$ cat config.mk
export PLATFORM = sky130hd
export DESIGN_NAME = pio_edge_capture_in
export DESIGN_NICKNAME = d
export VERILOG_FILES = /design/src/rtl/pio_edge_capture_in.sv
export SDC_FILE = /design/constraint.sdc
export NUM_CORES = 1
export LEC_CHECK = 0
export ABC_AREA = 0
export CORE_ASPECT_RATIO = 0.75
export CORE_UTILIZATION = 32
export DETAILED_ROUTE_END_ITERATION = 6
export HOLD_SLACK_MARGIN = 0.06
export PLACE_DENSITY_LB_ADDON = 0.05
export SLEW_MARGIN = 25
export SYNTH_ARGS = -nofsm -noshare
export SYNTH_HDL_FRONTEND = slang
export SYNTH_SLANG_ARGS = --single-unit
$ cat constraint.sdc
create_clock -name clk -period 1.2 [get_ports clk]
set_clock_uncertainty 0.1 [all_clocks]
set_input_delay 0.18 -clock clk [delete_from_list [all_inputs] [get_ports clk]]
set_output_delay 0.18 -clock clk [all_outputs]
set_load 0.05 [all_outputs]
$ cat src/rtl/pio_edge_capture_in.sv
// Avalon-MM input PIO: synchronized inputs, sticky edge capture, masked irq.
// Optional per-bit input debounce is built when PIO_DEBOUNCE_EN is defined.
module pio_edge_capture_in #(
  parameter int WIDTH           = 4,
  parameter int EDGE_TYPE       = 0,
  parameter int DEBOUNCE_CYCLES = 50000
) (
  input  logic             clk,
  input  logic             reset_n,
  input  logic [1:0]       address,
  input  logic             chipselect,
  input  logic             write_n,
  input  logic [31:0]      writedata,
  input  logic [WIDTH-1:0] in_port,
  output logic [31:0]      readdata,
  output logic             irq
);

  logic [WIDTH-1:0] r_sync1;
  logic [WIDTH-1:0] r_sync2;
  logic [WIDTH-1:0] r_prev;
  logic [WIDTH-1:0] r_edge_cap;
  logic [WIDTH-1:0] r_irq_mask;
  logic [1:0]       r_arm_cnt;
  logic             r_irq;

  logic [WIDTH-1:0] w_d;
  logic [WIDTH-1:0] w_d_nxt;
  logic [WIDTH-1:0] w_rise;
  logic [WIDTH-1:0] w_fall;
  logic [WIDTH-1:0] w_ev;
  logic [WIDTH-1:0] w_clr;
  logic [WIDTH-1:0] w_wdata;
  logic             w_armed;
  logic             w_wr;
  logic             w_sel_data;
  logic             w_sel_rsvd;
  logic             w_sel_mask;
  logic             w_sel_cap;
  logic             w_unused;

  always_ff @(posedge clk or negedge reset_n) begin
    if (!reset_n) begin
      r_sync1 <= '0;
      r_sync2 <= '0;
    end else begin
      r_sync1 <= in_port;
      r_sync2 <= r_sync1;
    end
  end

`ifdef PIO_DEBOUNCE_EN
  localparam int CW = (DEBOUNCE_CYCLES < 1) ? 1
                    : $clog2(DEBOUNCE_CYCLES + 1);
  localparam logic [CW-1:0] CMAX = CW'(DEBOUNCE_CYCLES - 1);

  logic [CW-1:0]    r_cnt [WIDTH];
  logic [WIDTH-1:0] r_stable;
  logic [WIDTH-1:0] w_stable_nxt;

  always_comb begin
    w_stable_nxt = r_stable;
    for (int i = 0; i < WIDTH; i++) begin
      if (r_sync2[i] != r_stable[i] && r_cnt[i] == CMAX)
        w_stable_nxt[i] = r_sync2[i];
    end
  end

  always_ff @(posedge clk or negedge reset_n) begin
    if (!reset_n) begin
      r_stable <= '0;
      for (int i = 0; i < WIDTH; i++)
        r_cnt[i] <= '0;
    end else begin
      r_stable <= w_stable_nxt;
      for (int i = 0; i < WIDTH; i++) begin
        if (r_sync2[i] == r_stable[i])
          r_cnt[i] <= '0;
        else if (r_cnt[i] == CMAX)
          r_cnt[i] <= '0;
        else
          r_cnt[i] <= r_cnt[i] + 1'b1;
      end
    end
  end

  assign w_d     = r_stable;
  assign w_d_nxt = w_stable_nxt;
`else
  assign w_d     = r_sync2;
  assign w_d_nxt = r_sync1;
`endif

  assign w_armed = (r_arm_cnt == 2'd2);
  assign w_rise  = w_d & ~r_prev;
  assign w_fall  = ~w_d & r_prev;

  always_comb begin
    w_ev = '0;
    if (w_armed) begin
      case (EDGE_TYPE)
        0:       w_ev = w_rise;
        1:       w_ev = w_fall;
        default: w_ev = w_rise | w_fall;
      endcase
    end
  end

  assign w_sel_data = (address == 2'd0);
  assign w_sel_rsvd = (address == 2'd1);
  assign w_sel_mask = (address == 2'd2);
  assign w_sel_cap  = (address == 2'd3);
  assign w_wr       = chipselect & ~write_n;
  assign w_wdata    = writedata[WIDTH-1:0];
  assign w_clr      = (w_wr && w_sel_cap) ? w_wdata : '0;
  assign w_unused   = ^writedata;

  // Until armed, prev tracks the value d takes next, so the first armed
  // compare sees a settled reference and a line high at reset is no edge.
  always_ff @(posedge clk or negedge reset_n) begin
    if (!reset_n) begin
      r_arm_cnt <= '0;
      r_prev    <= '0;
    end else begin
      if (!w_armed)
        r_arm_cnt <= r_arm_cnt + 2'd1;
      r_prev <= w_armed ? w_d : w_d_nxt;
    end
  end

  // Set has priority over a same-cycle write-1-to-clear.
  always_ff @(posedge clk or negedge reset_n) begin
    if (!reset_n) begin
      r_edge_cap <= '0;
      r_irq_mask <= '0;
      r_irq      <= 1'b0;
    end else begin
      r_edge_cap <= (r_edge_cap & ~w_clr) | w_ev;
      if (w_wr && w_sel_mask)
        r_irq_mask <= w_wdata;
      r_irq <= |(r_edge_cap & r_irq_mask);
    end
  end

  assign irq = r_irq;

  always_comb begin
    readdata = '0;
    unique case (1'b1)
      w_sel_data: readdata[WIDTH-1:0] = w_d;
      w_sel_rsvd: readdata = '0;
      w_sel_mask: readdata[WIDTH-1:0] = r_irq_mask;
      w_sel_cap:  readdata[WIDTH-1:0] = r_edge_cap;
      default:    readdata = '0;
    endcase
  end

endmodule
==> reports/summary.json, run 1 <==
{
  "synth": {
    "synth_top_area_frac": 0.491,
    "compound_gate_fraction_of_synth_area": 0.0705,
    "synth_commonest_cells": "buf_4, dfrtp_1, inv_1, o21ai_0",
    "synthArstFlopShare": 1.00,
    "post_synth_num_cell_types": 21,
    "ff_latch_count_synth": 23,
    "synth-main-ff-cell": "dfrtp_1",
    "share_of_the_yosys_chip_area_belonging_to_registers": 0.491,
    "yosys.cell_count.top_type": "buf_4",
    "synthMuxAreaShare": 0.105,
    "synth_top_family_by_area": "buffers and inverters",
    "xor_xnor_fraction_of_synth_area": 0.00748,
    "mappedNetlistArea_um2": 1170,
    "yosys.area_share.simple": 0.0865,
    "post_synth_fa_ha_maj_area_fraction": 0.0107,
    "syn_area_per_cell_um2": 11.4,
    "postSynthCellCount": 103,
    "number_of_enable_flip_flop_cells_after_synthesis": 0,
    "yosys_warnings": 0,
    "netlist.top_cell.by_area": "dfrtp_1",
    "yosys-top-cells-area": "dfrtp_1, buf_4, mux2_4, mux2i_1, o21ai_0"
  },
  "sta": {
    "timing.fmax_ghz": 0.730,
    "final_critical_path_setup_slack_ns": -0.169,
    "report.final.setup_viol": 4,
    "report.final.slew_viol_count": 0,
    "fin_crit_sh": 1.14,
    "rsz0062_at_grt": "yes",
    "final_period_minus_worst_setup_slack_ns": 1.37,
    "timing_hold_violations_final": 0,
    "final.hold.worst_slack_ns": 0.163
  },
  "worst_setup_path": {
    "critPathBufInv": 1,
    "timing.critical_path.slowest_cell_delay_ns": 0.41,
    "worst-endpoint-arrival_ns": 1.09,
    "crit_path_end_kind": "primary output",
    "timing.critical_path.required_ns": 0.92,
    "crit_path_max_fanout": 3,
    "crit_slowest_cell": "dfrtp_1",
    "crit_type": "flop to primary output",
    "reg2reg_depth": 4,
    "crit_chain": "mux2i_2, o21ai_2, buf_12",
    "critical_path.startpoint_type": "flop",
    "worstReg2RegStart": "r_arm_cnt[1]",
    "regToRegSetupSlack_ns": 0.06,
    "rr_endpoint": "r_edge_cap[1]",
    "cp_top_family": "flip-flops"
  },
  "cts": {
    "cts_tree": "done",
    "tritoncts.num_buffers": 3,
    "clock-sinks": 23,
    "clock_tree.htree_level_count": 1,
    "clock_path_buffers": 2,
    "cts_root_buf": "clkbuf_8",
    "clk_transition_reported_paths_ns": 0.08,
    "worstSkewPairLatency_ns": 0.26
  },
  "floorplanning": {
    "num_rows": 18,
    "io-pin-count": 75,
    "initial_core_util": 0.344,
    "core_region_area_um2": 3400,
    "floorplan.die.width_um": 71.9,
    "die_y_um": 54.4,
    "die_area_um2": 3910
  },
  "pwr": {
    "cellInternalPower_mw": 1.33,
    "pwr-share-clk": 0.237,
    "power.share.combinational": 0.323,
    "cellLeakagePower_nw": 0.768,
    "switching_share": 0.332,
    "power_switching_uw": 660,
    "max-vdd-ir-drop_mv": 0.766,
    "power_density_relative_to_cell_area_nw_per_um2": 1270,
    "seqPwrFrac": 0.440
  },
  "final_layout": {
    "final_util": 0.461,
    "post_route_cells_drive_above_1_share": 0.304,
    "antenna_cells": 0,
    "num-nets-final": 182,
    "n_fill_cell": 314,
    "area.growth.synth_to_final_pct": 34.0
  },
  "outcome": {
    "violated_checks": "setup timing",
    "outcome": "finished with violations"
  },
  "detailed_routing": {
    "count_of_unresolved_drc_violations_after_routing": 0,
    "drt-wirelength-per-cell_um": 10.8,
    "vias": 743,
    "final_antenna_net_count": 0,
    "drt-vias-per-instance": 3.95,
    "routed_wirelength_um": 2020,
    "initialDrtViolationCount": 46,
    "drt-pass1-iter-count": 4
  },
  "run": {
    "max-cap-violations": 0
  },
  "global_routing": {
    "grt-ovfl-total": 0,
    "grt_pass1_vias": 662,
    "global_route.usage.total": 0.114,
    "grt_pass1_wl_um": 3220,
    "antenna_found_initial": 0,
    "grt_max_degree": 24
  },
  "placed_design": {
    "port-buffer-count": 18,
    "dp_hpwl_um": 1540,
    "finalWeightedCongestion": 0.737
  },
  "worst_hold_path": {
    "hold_path.class": "primary input to async pin"
  }
}
## logic make-up (layout without fill, tap and decap cells)
family                     Yosys count  after routing
AOI/OAI and AO/OA                   13             13
and+or+nand+nor                     16             16
muxes                               10             10
other                                1             28
xor gates and xnor gates             1              1
DFF                                 23             23
buffers and inverters               38             46
adders and majority gates            1              1
## layout make-up
class,count,area [um^2],area share
flip-flops and latches,23,576,0.367
repair buffers,35,373,0.238
inverters,7,26.3,0.0167
clock buffers,4,45.0,0.0287
well taps,50,62.6,0.0399
multi-input cells,69,487,0.310
## sequential cells by signal, summed over array words and instances (netlist names)
signal / cells
r_sync2: 4
r_irq_mask: 4
r_edge_cap: 4
irq: 1
r_sync1: 4
r_arm_cnt: 2
r_prev: 4
## layout by cell type (no fill, tap or decap), drive strengths merged, types with 6 or more instances in the layout
cell type	netlist	final
dfrtp	23	23
buf	31	22
conb	1	28
inv	7	7
mux2	6	6
clkdlybuf4s50	0	9
o21ai	7	7
## power groups by stage
stage	clock [mW]	combinational (mW)	sequential, mW
3_5_place_dp	0	0.587	0.895
4_1_cts	0.498	0.617	0.876
2_1_floorplan	0	0.453	0.900
5_1_grt	0.520	0.679	0.884
3_3_place_gp	0	0.585	0.896
6_report	0.471	0.642	0.876
## worst max-delay path by stage
stage | slack (ns) | to | depth (start not counted) | startpoint
final | -0.17 | readdata[1] | 3 | r_irq_mask[1]
after global routing | -0.24 | readdata[3] | 3 | r_irq_mask[3]
after global placement | -0.40 | readdata[3] | 5 | address[1]
after detailed placement | -0.42 | r_irq_mask[2] | 3 | address[0]
after CTS | -0.19 | readdata[1] | 3 | r_sync2[1]
after floorplan | -0.03 | r_prev[1] | 4 | r_arm_cnt[0]
## per-layer routing
layer,vias to the layer above,wire (um),track usage
met1,355,1030,0.158
met4,0,7,0.0196
met3,2,109,0.0442
met2,30,877,0.173
li1,356,-,-
met5,-,0,0
## through the flow
stage / setup slack, ns / instances / instance area, um^2 / setup TNS, ns / total power, mW
after floorplan: -0.0251 / 130 / 1300 / -0.0251 / 1.35
after global placement: -0.404 / 178 / 1440 / -4.62 / 1.48
after detailed placement: -0.417 / 178 / 1440 / -4.53 / 1.48
after CTS: -0.188 / 185 / 1520 / -0.678 / 1.99
after global routing: -0.242 / 188 / 1570 / -0.841 / 2.08
final: -0.169 / 188 / 1570 / -0.608 / 1.99
## timing repair
action | in CTS | in global routing
setup endpoints to repair | 13 | 8
resized for setup | 8 | 5
hold endpoints to repair | 0 | 0
pin swaps | 1 | 1
buffers inserted | 3 | 3
hold buffers | 0 | 0
No activity file was read; power rests on OpenSTA's default activity.
==> inputs of run 2 (changes only) <==
- SLEW_MARGIN: 25 -> 20
==> results of run 2 <==
No change in the layout: final DEF, timing and power equal those of run 1.
==> inputs of run 3 (changes only) <==
- TNS_END_PERCENT: default -> 5
==> reports/summary.json, run 3 (synthesis gave the netlist of run 1 again) <==
{
  "outcome": {
    "outcome": "finished with violations",
    "violated_checks": "setup timing"
  },
  "floorplanning": {
    "die_y_um": 54.4,
    "initial_core_util": 0.344,
    "core_region_area_um2": 3400,
    "num_rows": 18,
    "io-pin-count": 75,
    "floorplan.die.width_um": 71.9,
    "die_area_um2": 3910
  },
  "worst_hold_path": {
    "hold_path.class": "primary input to async pin"
  },
  "pwr": {
    "max-vdd-ir-drop_mv": 0.696,
    "cellLeakagePower_nw": 0.758,
    "power_density_relative_to_cell_area_nw_per_um2": 1280
  },
  "cts": {
    "clk_transition_reported_paths_ns": 0.08,
    "worstSkewPairLatency_ns": 0.26,
    "clock-sinks": 23,
    "cts_root_buf": "clkbuf_8",
    "cts_tree": "done",
    "clock_tree.htree_level_count": 1,
    "clock_path_buffers": 2,
    "tritoncts.num_buffers": 3
  },
  "placed_design": {
    "dp_hpwl_um": 1530,
    "placed_area_um2": 1440,
    "place_ws_ns": -0.427,
    "finalWeightedCongestion": 0.732,
    "port-buffer-count": 18
  },
  "global_routing": {
    "grt-ovfl-total": 0,
    "grt_pass1_wl_um": 3320,
    "grt_max_degree": 24,
    "grt_pass1_vias": 647,
    "global_route.usage.total": 0.117,
    "antenna_found_initial": 0
  },
  "final_layout": {
    "layout_commonest_cell": "conb_1",
    "area.growth.synth_to_final_pct": 32.6,
    "layout_common_cells": "conb_1, dfrtp_1, buf_4, clkdlybuf4s50_1, buf_12",
    "num-nets-final": 181,
    "antenna_cells": 0,
    "post_route_cells_drive_above_1_share": 0.277,
    "finalInstanceArea_um2": 1550,
    "n_fill_cell": 335
  },
  "worst_setup_path": {
    "critical_path.startpoint_type": "flop",
    "timing.critical_path.required_ns": 0.92,
    "crit_path_end_kind": "primary output",
    "crit_path_max_fanout": 2,
    "worst-endpoint-arrival_ns": 1.08,
    "reg2reg_depth": 3,
    "crit_type": "flop to primary output"
  },
  "detailed_routing": {
    "routed_wirelength_um": 2110,
    "drt-vias-per-instance": 4.01,
    "drt-pass1-iter-count": 4,
    "vias": 749,
    "initialDrtViolationCount": 35,
    "final_antenna_net_count": 0,
    "drt-wirelength-per-cell_um": 11.3,
    "count_of_unresolved_drc_violations_after_routing": 0
  },
  "sta": {
    "timing_hold_violations_final": 0,
    "timing.fmax_ghz": 0.734,
    "report.final.setup_viol": 4,
    "final_critical_path_setup_slack_ns": -0.162,
    "rsz0062_at_grt": "yes",
    "report.final.slew_viol_count": 0,
    "fin_crit_sh": 1.14,
    "final.hold.worst_slack_ns": 0.161,
    "final_period_minus_worst_setup_slack_ns": 1.36
  },
  "run": {
    "max-cap-violations": 0
  }
}
[run 3: path summary, 6_finish.rpt]
kind / from / to / slack (ns)
max: r_irq_mask[1] / readdata[1] / -0.16
min: reset_n / r_irq_mask[3] / 0.16
min in group clk: in_port[0] / r_sync1[0] / 0.25
min reg2reg: r_sync1[1] / r_sync2[1] / 0.28
max reg2reg: r_arm_cnt[0] / r_prev[0] / 0.03
max in group asynchronous: reset_n / r_sync1[2] / 0.70
[run 3: what timing repair did]
item,CTS,global route
hold buffers,0,0
buffers inserted,2,2
setup endpoints to repair,17,9
gates resized for setup,12,3
pin swaps,4,3
cloned,1,0
[run 3: where the power goes]
| part | switching [mW] | leakage (nW) | internal [mW] | total, mW |
|---|---|---|---|---|
| Sequential | 0.0385 | 0.256 | 0.834 | 0.873 |
| Clock | 0.229 | 0.0228 | 0.236 | 0.466 |
| Combinational | 0.386 | 0.479 | 0.257 | 0.642 |
| Total | 0.653 | 0.758 | 1.33 | 1.98 |
[run 3: cell type report]
class | instances | area, um^2 | area share
Clock buffer | 4 | 45.0 | 0.0290
Inverter | 7 | 26.3 | 0.0169
Multi-Input combinational cell | 69 | 463 | 0.298
Sequential cell | 23 | 576 | 0.371
Tap cell | 50 | 62.6 | 0.0403
Timing Repair Buffer | 34 | 380 | 0.245
[run 3: layer usage]
metal	track usage	vias up	share of wire
li1	-	356	-
met2	0.189	34	0.46
met3	0.0442	0	0.072
met4	0.0196	0	0
met5	0	-	0
met1	0.155	359	0.47
[run 3: metrics by stage]
| stage | total power, mW | instances | setup TNS, ns | utilization |
|---|---|---|---|---|
| finish | 1.98 | 187 | -0.575 | 0.457 |
| global route | 2.08 | 187 | -0.842 | 0.457 |
| CTS | 1.99 | 185 | -0.657 | 0.450 |
| detailed placement | 1.50 | 178 | -4.90 | 0.423 |
| global placement | 1.49 | 178 | -4.92 | 0.423 |
| floorplan | 1.34 | 130 | -0.715 | - |
[run 3: critical path: stages, from the launching register on]
cell and delay, ns:
dfrtp_1 0.40, mux2i_1 0.18, o21ai_2 0.10, buf_12 0.15
